===== src/rtl/hdmi_period_sequencer_if.sv =====
// Signal bundle between the timing/image source and the HDMI period sequencer.
// The master drives pixel, sync and error-clear inputs; the slave returns period controls.
interface hdmi_period_sequencer_if;
  logic        de_in;
  logic        hsync_in;
  logic        vsync_in;
  logic [23:0] rgb_in;
  logic        err_clr;
  logic [23:0] rgb_out;
  logic        hsync_out;
  logic        vsync_out;
  logic        vde_out;
  logic [3:0]  ctl_out;
  logic        guard_out;
  logic [1:0]  period_out;
  logic        err_short_blank;

  modport master (
    output de_in, hsync_in, vsync_in, rgb_in, err_clr,
    input  rgb_out, hsync_out, vsync_out, vde_out, ctl_out, guard_out,
           period_out, err_short_blank
  );

  modport slave (
    input  de_in, hsync_in, vsync_in, rgb_in, err_clr,
    output rgb_out, hsync_out, vsync_out, vde_out, ctl_out, guard_out,
           period_out, err_short_blank
  );
endinterface


===== src/rtl/hdmi_period_sequencer.sv =====
// Delays pixel/sync by LAT cycles and inserts preamble + leading guard band
// ahead of each active-video run, driving the TMDS encoder period controls.
module hdmi_period_sequencer #(
  parameter int PREAMBLE_LEN = 8,
  parameter int GUARD_LEN    = 2
) (
  input logic                    pixclk,
  input logic                    rst,
  hdmi_period_sequencer_if.slave bus
);

  localparam int LAT = PREAMBLE_LEN + GUARD_LEN + 1;
  localparam logic [4:0] PRE_LAST   = 5'(PREAMBLE_LEN - 1);
  localparam logic [4:0] GUARD_LAST = 5'(GUARD_LEN - 1);

  typedef enum logic [1:0] {
    CTRL  = 2'b00,
    PRE   = 2'b01,
    GUARD = 2'b10,
    VIDEO = 2'b11
  } period_t;

  logic        de_dly  [LAT];
  logic        hs_dly  [LAT];
  logic        vs_dly  [LAT];
  logic [23:0] rgb_dly [LAT];

  logic        de_prev;
  logic        de_nxt;
  logic        rise;
  logic        reject;
  period_t     state, state_nxt;
  logic [4:0]  cnt, cnt_nxt;
  logic        err, err_nxt;

  // Delay line: stage 0 captures the inputs, stage LAT-1 feeds the outputs
  always_ff @(posedge pixclk or posedge rst) begin
    if (rst) begin
      for (int i = 0; i < LAT; i++) begin
        de_dly[i]  <= 1'b0;
        hs_dly[i]  <= 1'b0;
        vs_dly[i]  <= 1'b0;
        rgb_dly[i] <= 24'd0;
      end
    end else begin
      de_dly[0]  <= bus.de_in;
      hs_dly[0]  <= bus.hsync_in;
      vs_dly[0]  <= bus.vsync_in;
      rgb_dly[0] <= bus.rgb_in;
      for (int i = 1; i < LAT; i++) begin
        de_dly[i]  <= de_dly[i-1];
        hs_dly[i]  <= hs_dly[i-1];
        vs_dly[i]  <= vs_dly[i-1];
        rgb_dly[i] <= rgb_dly[i-1];
      end
    end
  end

  // de_prev resets high so a line already active at reset release is skipped
  always_ff @(posedge pixclk or posedge rst) begin
    if (rst) begin
      de_prev <= 1'b1;
      state   <= CTRL;
      cnt     <= 5'd0;
      err     <= 1'b0;
    end else begin
      de_prev <= bus.de_in;
      state   <= state_nxt;
      cnt     <= cnt_nxt;
      err     <= err_nxt;
    end
  end

  assign de_nxt = de_dly[LAT-2];
  assign rise   = bus.de_in & ~de_prev;
  assign reject = rise & (state != CTRL);

  always_comb begin
    state_nxt = state;
    cnt_nxt   = cnt;
    err_nxt   = err;
    case (state)
      CTRL: begin
        if (rise) begin
          state_nxt = PRE;
          cnt_nxt   = 5'd0;
        end
      end
      PRE: begin
        if (cnt == PRE_LAST) begin
          state_nxt = GUARD;
          cnt_nxt   = 5'd0;
        end else begin
          cnt_nxt = cnt + 5'd1;
        end
      end
      GUARD: begin
        if (cnt == GUARD_LAST) begin
          state_nxt = VIDEO;
          cnt_nxt   = 5'd0;
        end else begin
          cnt_nxt = cnt + 5'd1;
        end
      end
      VIDEO: begin
        if (!de_nxt) state_nxt = CTRL;
      end
      default: state_nxt = CTRL;
    endcase
    // A rejected rise outranks a simultaneous clear
    if (reject) err_nxt = 1'b1;
    else if (bus.err_clr) err_nxt = 1'b0;
  end

  assign bus.rgb_out         = rgb_dly[LAT-1];
  assign bus.hsync_out       = hs_dly[LAT-1];
  assign bus.vsync_out       = vs_dly[LAT-1];
  assign bus.period_out      = state;
  assign bus.vde_out         = (state == VIDEO);
  assign bus.guard_out       = (state == GUARD);
  assign bus.ctl_out         = {3'b000, (state == PRE)};
  assign bus.err_short_blank = err;

endmodule


===== src/flat_wrapper.sv =====
// flat-port wrapper written by rule: the top's interface ports become plain ports
module hdmi_period_sequencer_flat 
#(
  parameter int PREAMBLE_LEN = 8,
  parameter int GUARD_LEN    = 2
)
  (pixclk, rst, bus_de_in, bus_hsync_in, bus_vsync_in, bus_rgb_in, bus_err_clr, bus_rgb_out, bus_hsync_out, bus_vsync_out, bus_vde_out, bus_ctl_out, bus_guard_out, bus_period_out, bus_err_short_blank);
  hdmi_period_sequencer_if bus_i ();
  input logic pixclk;
  input logic rst;
  input wire logic [$bits(bus_i.de_in)-1:0] bus_de_in;
  input wire logic [$bits(bus_i.hsync_in)-1:0] bus_hsync_in;
  input wire logic [$bits(bus_i.vsync_in)-1:0] bus_vsync_in;
  input wire logic [$bits(bus_i.rgb_in)-1:0] bus_rgb_in;
  input wire logic [$bits(bus_i.err_clr)-1:0] bus_err_clr;
  output wire logic [$bits(bus_i.rgb_out)-1:0] bus_rgb_out;
  output wire logic [$bits(bus_i.hsync_out)-1:0] bus_hsync_out;
  output wire logic [$bits(bus_i.vsync_out)-1:0] bus_vsync_out;
  output wire logic [$bits(bus_i.vde_out)-1:0] bus_vde_out;
  output wire logic [$bits(bus_i.ctl_out)-1:0] bus_ctl_out;
  output wire logic [$bits(bus_i.guard_out)-1:0] bus_guard_out;
  output wire logic [$bits(bus_i.period_out)-1:0] bus_period_out;
  output wire logic [$bits(bus_i.err_short_blank)-1:0] bus_err_short_blank;
  assign bus_i.de_in = bus_de_in;
  assign bus_i.hsync_in = bus_hsync_in;
  assign bus_i.vsync_in = bus_vsync_in;
  assign bus_i.rgb_in = bus_rgb_in;
  assign bus_i.err_clr = bus_err_clr;
  assign bus_rgb_out = bus_i.rgb_out;
  assign bus_hsync_out = bus_i.hsync_out;
  assign bus_vsync_out = bus_i.vsync_out;
  assign bus_vde_out = bus_i.vde_out;
  assign bus_ctl_out = bus_i.ctl_out;
  assign bus_guard_out = bus_i.guard_out;
  assign bus_period_out = bus_i.period_out;
  assign bus_err_short_blank = bus_i.err_short_blank;
  hdmi_period_sequencer #(.PREAMBLE_LEN(PREAMBLE_LEN), .GUARD_LEN(GUARD_LEN)) u_core (.pixclk(pixclk), .rst(rst), .bus(bus_i));
endmodule

===== config.mk =====
export PLATFORM = sky130hd
export DESIGN_NAME = hdmi_period_sequencer_flat
export DESIGN_NICKNAME = d
export VERILOG_FILES = /design/src/rtl/hdmi_period_sequencer_if.sv /design/src/rtl/hdmi_period_sequencer.sv /design/src/flat_wrapper.sv
export SDC_FILE = /design/constraint.sdc
export NUM_CORES = 1
export LEC_CHECK = 0
export ABC_AREA = 1
export CORE_UTILIZATION = 45
export CTS_CLUSTER_SIZE = 8
export DETAILED_ROUTE_END_ITERATION = 12
export GPL_ROUTABILITY_DRIVEN = 0
export PLACE_DENSITY = 0.71
export SETUP_SLACK_MARGIN = 0.15
export SLEW_MARGIN = 20
export SYNTH_ARGS = -nofsm -noshare
export SYNTH_HDL_FRONTEND = slang
export SYNTH_SLANG_ARGS = --single-unit

===== constraint.sdc =====
create_clock -name pixclk -period 17 [get_ports pixclk]
set_input_delay 3.4 -clock pixclk [delete_from_list [all_inputs] [get_ports pixclk]]
set_output_delay 3.4 -clock pixclk [all_outputs]
set_load 0.02 [all_outputs]

Word-level counts from Yosys, hierarchy flattened
Cells that the tools add are included.
Widths: inputs -> output; s select.
Cells by class
  reduce and logical (&&, ||, !) cells: 6
  bitwise logic cells: 3
  add/sub/neg operators: 1
  eq/ne operators: 9
  muxes and demuxes: 11
Operators by type and width (count)
  $mux 5: 3
  $pmux 5 s3: 1
  $mux 2: 4
  $pmux 2 s4: 1
  $ne 2x1->1 const B: 3
  $add 5x1->5 const B: 1
  $eq 5x1->1 const B: 1
  $eq 5x3->1 const B: 1
  $eq 2x2->1 const B: 2
  $reduce_and 4->1: 1
  $reduce_bool 2->1: 2
  $reduce_bool 3->1: 1
  $and 1x1->1: 2
  $eq 2x1->1 const B: 1
  $logic_not 2->1: 1
  $mux 1: 2
  $ne 2x2->1 const B: 1
  $reduce_and 2->1: 1
  $not 1->1: 1
Word-level totals
  output and inout port bits: 35
  logic and storage cells: 77
  flip-flop bits (word level): 305
  input port bits: 30

Longest topological paths before layout
  word-level depth: 4
  depth in mapped cells: 10
  mapped depth without buffers: 10

Worst setup path before layout
No wires, ideal clock.
  path type: flip-flop to output port
  start point: reg u_core.state[1], in the netlist u_core.bus.period_out[1]
  end point: out bus_ctl_out[0]
  stages on the path, launching flop included: 3
  required time: 13600 ps
  path slack: 12700 ps
  arrival: 900 ps
  path buffers: 0
  path through: dfrtp_1 -> inv_1 -> ha_1
On the way
  word-level cells in the longest chain between the ends: 1
Ends and longest elaborated chain
  start: declaration: RTL line hdmi_period_sequencer.sv:32  | period_t state, state_nxt;
  start signal: assignment: RTL line hdmi_period_sequencer.sv:68  | state <= state_nxt;
  $eq 2x1->1: RTL line hdmi_period_sequencer.sv:121  | assign bus.ctl_out = {3'b000, (state == PRE)};
  end: declaration: RTL line flat_wrapper.sv:20  | output wire logic [$bits(bus_i.ctl_out)-1:0] bus_ctl_out;
No other way between the ends.

==> results by group <==
Outcome
  • Outcome: complete, no violations

Cells and area
  • Area growth syn-to-layout: 23.6%
  • Final-layout fill cell count: between 1000 and 1500
  • ANT cells: 0
  • Reg area: roughly 7600 um2
  • Area occupied by multi-input gates: roughly 360 um2
  • Share of cells above drive strength 1: 0.135
  • Nets: ~520
  • Fin area: ~10000 um2

Route
  • Drt wl/cell: approximately 15 um
  • Vias per inst: about 4.3
  • Total Wirelength: ~11000 um
  • TritonRoute pass-1 iters: 4
  • DRC: 0
  • DRT iter0 DRCs: roughly 160
  • Antenna Nets Post-Route: 0
  • Vias: between 3000 and 4000

Worst setup path
  • Max stage delay on crit path: approximately 0.84 ns
  • Number of buffers and inverters on the critical path: 4
  • Worst Setup SP: rst
  • Nature of the critical path endpoint: asynchronous set/reset pin
  • Crit path DAT: 6.17 ns
  • Crit-path max FO: 144
  • R2r startpoint: u_core.bus.period_out[0]
  • Top Family by Delay on Critical Path: buffers and inverters
  • WS Path Type: in2async
  • CP max-delay cell: buf_4
  • CP startpoint kind: primary input
  • Critical path, cell by cell: clkdlybuf4s50_1, inv_8, buf_4, buf_6
  • WP data required: approximately 18 ns

STA
  • Rel. slew slack: 0.389
  • RSZ-0062 raised after global routing: no
  • # setup viols final: 0
  • Fin. Hold Viols: 0
  • TNS Setup: 0 ns
  • Layout Skew: approximately 0.013 ns
  • Min cycle time layout: roughly 5.6 ns
  • Fin crit share: 0.330
  • Final Max Slew Viols: 0
  • Fmax: ~0.18 GHz
  • Least-Margin Pin Slew: between 0.9 and 1 ns

CTS
  • Hold Buf Count CTS: 0
  • Number of post-CTS setup repair buffers: 0
  • TritonCTS clock tree: built
  • Clk sinks: just over 300
  • Clk slew on worst S/H paths: around 0.050 ns
  • Worst-Skew Late Latency: around 0.51 ns
  • Number of cells upsized or downsized after cts: 0
  • Root buffer cell: clkbuf_16
  • Max Buffers Root-to-Sink: 3
  • Max H-tree Level: 2
  • TritonCTS Buffers: 44

GRT
  • First-pass GRT wire length: ~18000 um
  • Initial antenna violation count: 0
  • Grt total ovfl: 0
  • Vias in the first global route: around 3500
  • Total GRT Usage: 0.127
  • Largest net degree at the start of global routing: 145

Floorplanning
  • Initial cell density of the core: 0.459
  • IO Pins: between 60 and 70
  • Core Area: roughly 18000 um2
  • FP Rows: slightly below 50
  • Die height: roughly 140 um
  • Chip width: ~140 um
  • Die area: roughly 19000 um2

Yosys
  • Syn Inst Count: roughly 400
  • Synth Warn #: 0
  • #FFs+latches synth: 305
  • Syn avg cell area: a little over 20 um2
  • Count of cell types in the netlist: 22
  • Syn Std Cell Area: roughly 8200 um2
  • Register area share after synthesis: 0.926

Run
  • Max_cap viols: 0

Power and ir drop
  • Peak supply drop: about 0.090 mV
  • Lkg Pwr: about 4.6 nW
  • Post-layout power: between 1.5 and 2 mW
  • Cell Pwr Density: roughly 160 nW/um2

Place
  • Detail Placement HPWL: approximately 5000 um
  • Cell Area, Placed: roughly 9000 um2
  • Quantity of I/O buffers inserted on ports: 61

Worst hold path
  • Hold WC Path Type: reg2reg
  • HP Start: u_core.rgb_dly[65]
-- cell usage after synthesis --
master | instances | share of area
nand3b_1 | 3 | 0.0027
inv_2 | 1 | 0.00045
nor2_4 | 1 | 0.0014
clkinv_2 | 1 | 0.00061
ha_1 | 6 | 0.0091
buf_4 | 27 | 0.025
nor2_2 | 1 | 0.00076
conb_1 | 1 | 0.00045
nor2_1 | 2 | 0.00091
a21oi_2 | 1 | 0.0011
nand2_4 | 3 | 0.0041
dfrtp_1 | 304 | 0.92
nand3_1 | 7 | 0.0042
a21boi_4 | 1 | 0.0023
or2_2 | 1 | 0.00076
nand2_1 | 18 | 0.0082
o21ai_0 | 1 | 0.00061
xor2_1 | 1 | 0.0011
nand2_2 | 5 | 0.0038
inv_1 | 14 | 0.0064
dfstp_2 | 1 | 0.0032
o22ai_1 | 1 | 0.00076
-- power breakdown --
part / switching [mW] / internal [mW] / leakage, nW
Clock: 0.275 / 0.480 / 0.590
Sequential: 0.0164 / 0.769 / 3.57
Combinational: 0.0736 / 0.0449 / 0.492
Total: 0.365 / 1.29 / 4.65
-- cell usage in the layout (no fill, tap or decap) --
| cell type | n |
|---|---|
| a21boi_4 | 1 |
| a21oi_2 | 1 |
| buf_4 | 1 |
| buf_6 | 1 |
| clkbuf_1 | 10 |
| clkbuf_16 | 46 |
| clkdlybuf4s50_1 | 61 |
| clkinv_2 | 1 |
| clkinv_4 | 1 |
| clkinv_8 | 1 |
| conb_1 | 3 |
| dfrtp_1 | 304 |
| dfstp_2 | 1 |
| ha_1 | 6 |
| inv_1 | 13 |
| inv_2 | 1 |
| inv_8 | 1 |
| nand2_1 | 18 |
| nand2_2 | 5 |
| nand2_4 | 3 |
| nand3_1 | 7 |
| nand3b_1 | 3 |
| nor2_1 | 2 |
| nor2_2 | 1 |
| nor2_4 | 1 |
| o21ai_0 | 1 |
| o22ai_1 | 1 |
| or2_2 | 1 |
| xor2_1 | 1 |
-- final timing paths --
path,end,slack (ns),cells past startpoint
min in group asynchronous,u_core.rgb_dly[217],3.51,2
max reg2reg,u_core.cnt[1],15.56,7
max in group pixclk,bus_ctl_out[0],11.67,3
min reg2reg,u_core.rgb_dly[41],0.34,0
max,u_core.bus.hsync_out,11.39,4
min,u_core.rgb_dly[41],0.34,0
-- cells by family after synthesis --
logic type / synth area share
xor gates and xnor gates: 0.00106
and+or+nand+nor: 0.0269
DFF: 0.926
buffers and inverters: 0.0320
adders and majority gates: 0.00910
other: 0.000455
AOI/OAI and AO/OA: 0.00470
-- worst reg2reg max path, delay by kind of cell, from the launching register on --
kind          cells  cell delay [ns]
fa+ha+maj         1             0.31
simple gates      5             0.45
flops             1             0.43
buf+inv           1             0.13
-- layout make-up --
class / instances / area share
multi-input cells: 55 / 0.0349
repair buffers: 63 / 0.0618
inverters: 16 / 0.00676
well taps: 229 / 0.0281
clock buffers: 56 / 0.117
flip-flops and latches: 305 / 0.749
clock inverters: 2 / 0.00246
-- sequential cells by signal, summed over array words and instances (netlist names) --
name	count
u_core.rgb_dly	240
u_core.de_nxt	1
u_core.de_dly	9
u_core.cnt	5
u_core.hs_dly	10
u_core.bus.hsync_out	1
u_core.bus.vsync_out	1
u_core.bus.err_short_blank	1
u_core.bus.rgb_out	24
u_core.de_prev	1
u_core.vs_dly	10
u_core.bus.period_out	2
-- metrics by stage --
stage          worst slack (ns)   util  hold WS (ns)  cells
2_1_floorplan              5.17      -         0.331    403
6_report                  11.39  0.567         0.338    726
3_5_place_dp              10.43  0.499         0.335    668
5_1_grt                   10.88  0.567         0.342    726
3_3_place_gp              10.63  0.499         0.331    668
4_1_cts                   10.91  0.567         0.337    726
-- routing by layer --
layer | up-vias | global-route usage | part of all wire
met1 | 1590 | 0.150 | 0.40
met2 | 109 | 0.207 | 0.51
met5 | - | 0 | 0
met3 | 47 | 0.0361 | 0.051
met4 | 0 | 0.0775 | 0.042
li1 | 1370 | - | -
Note: power is estimated with default switching activity, not from simulation.
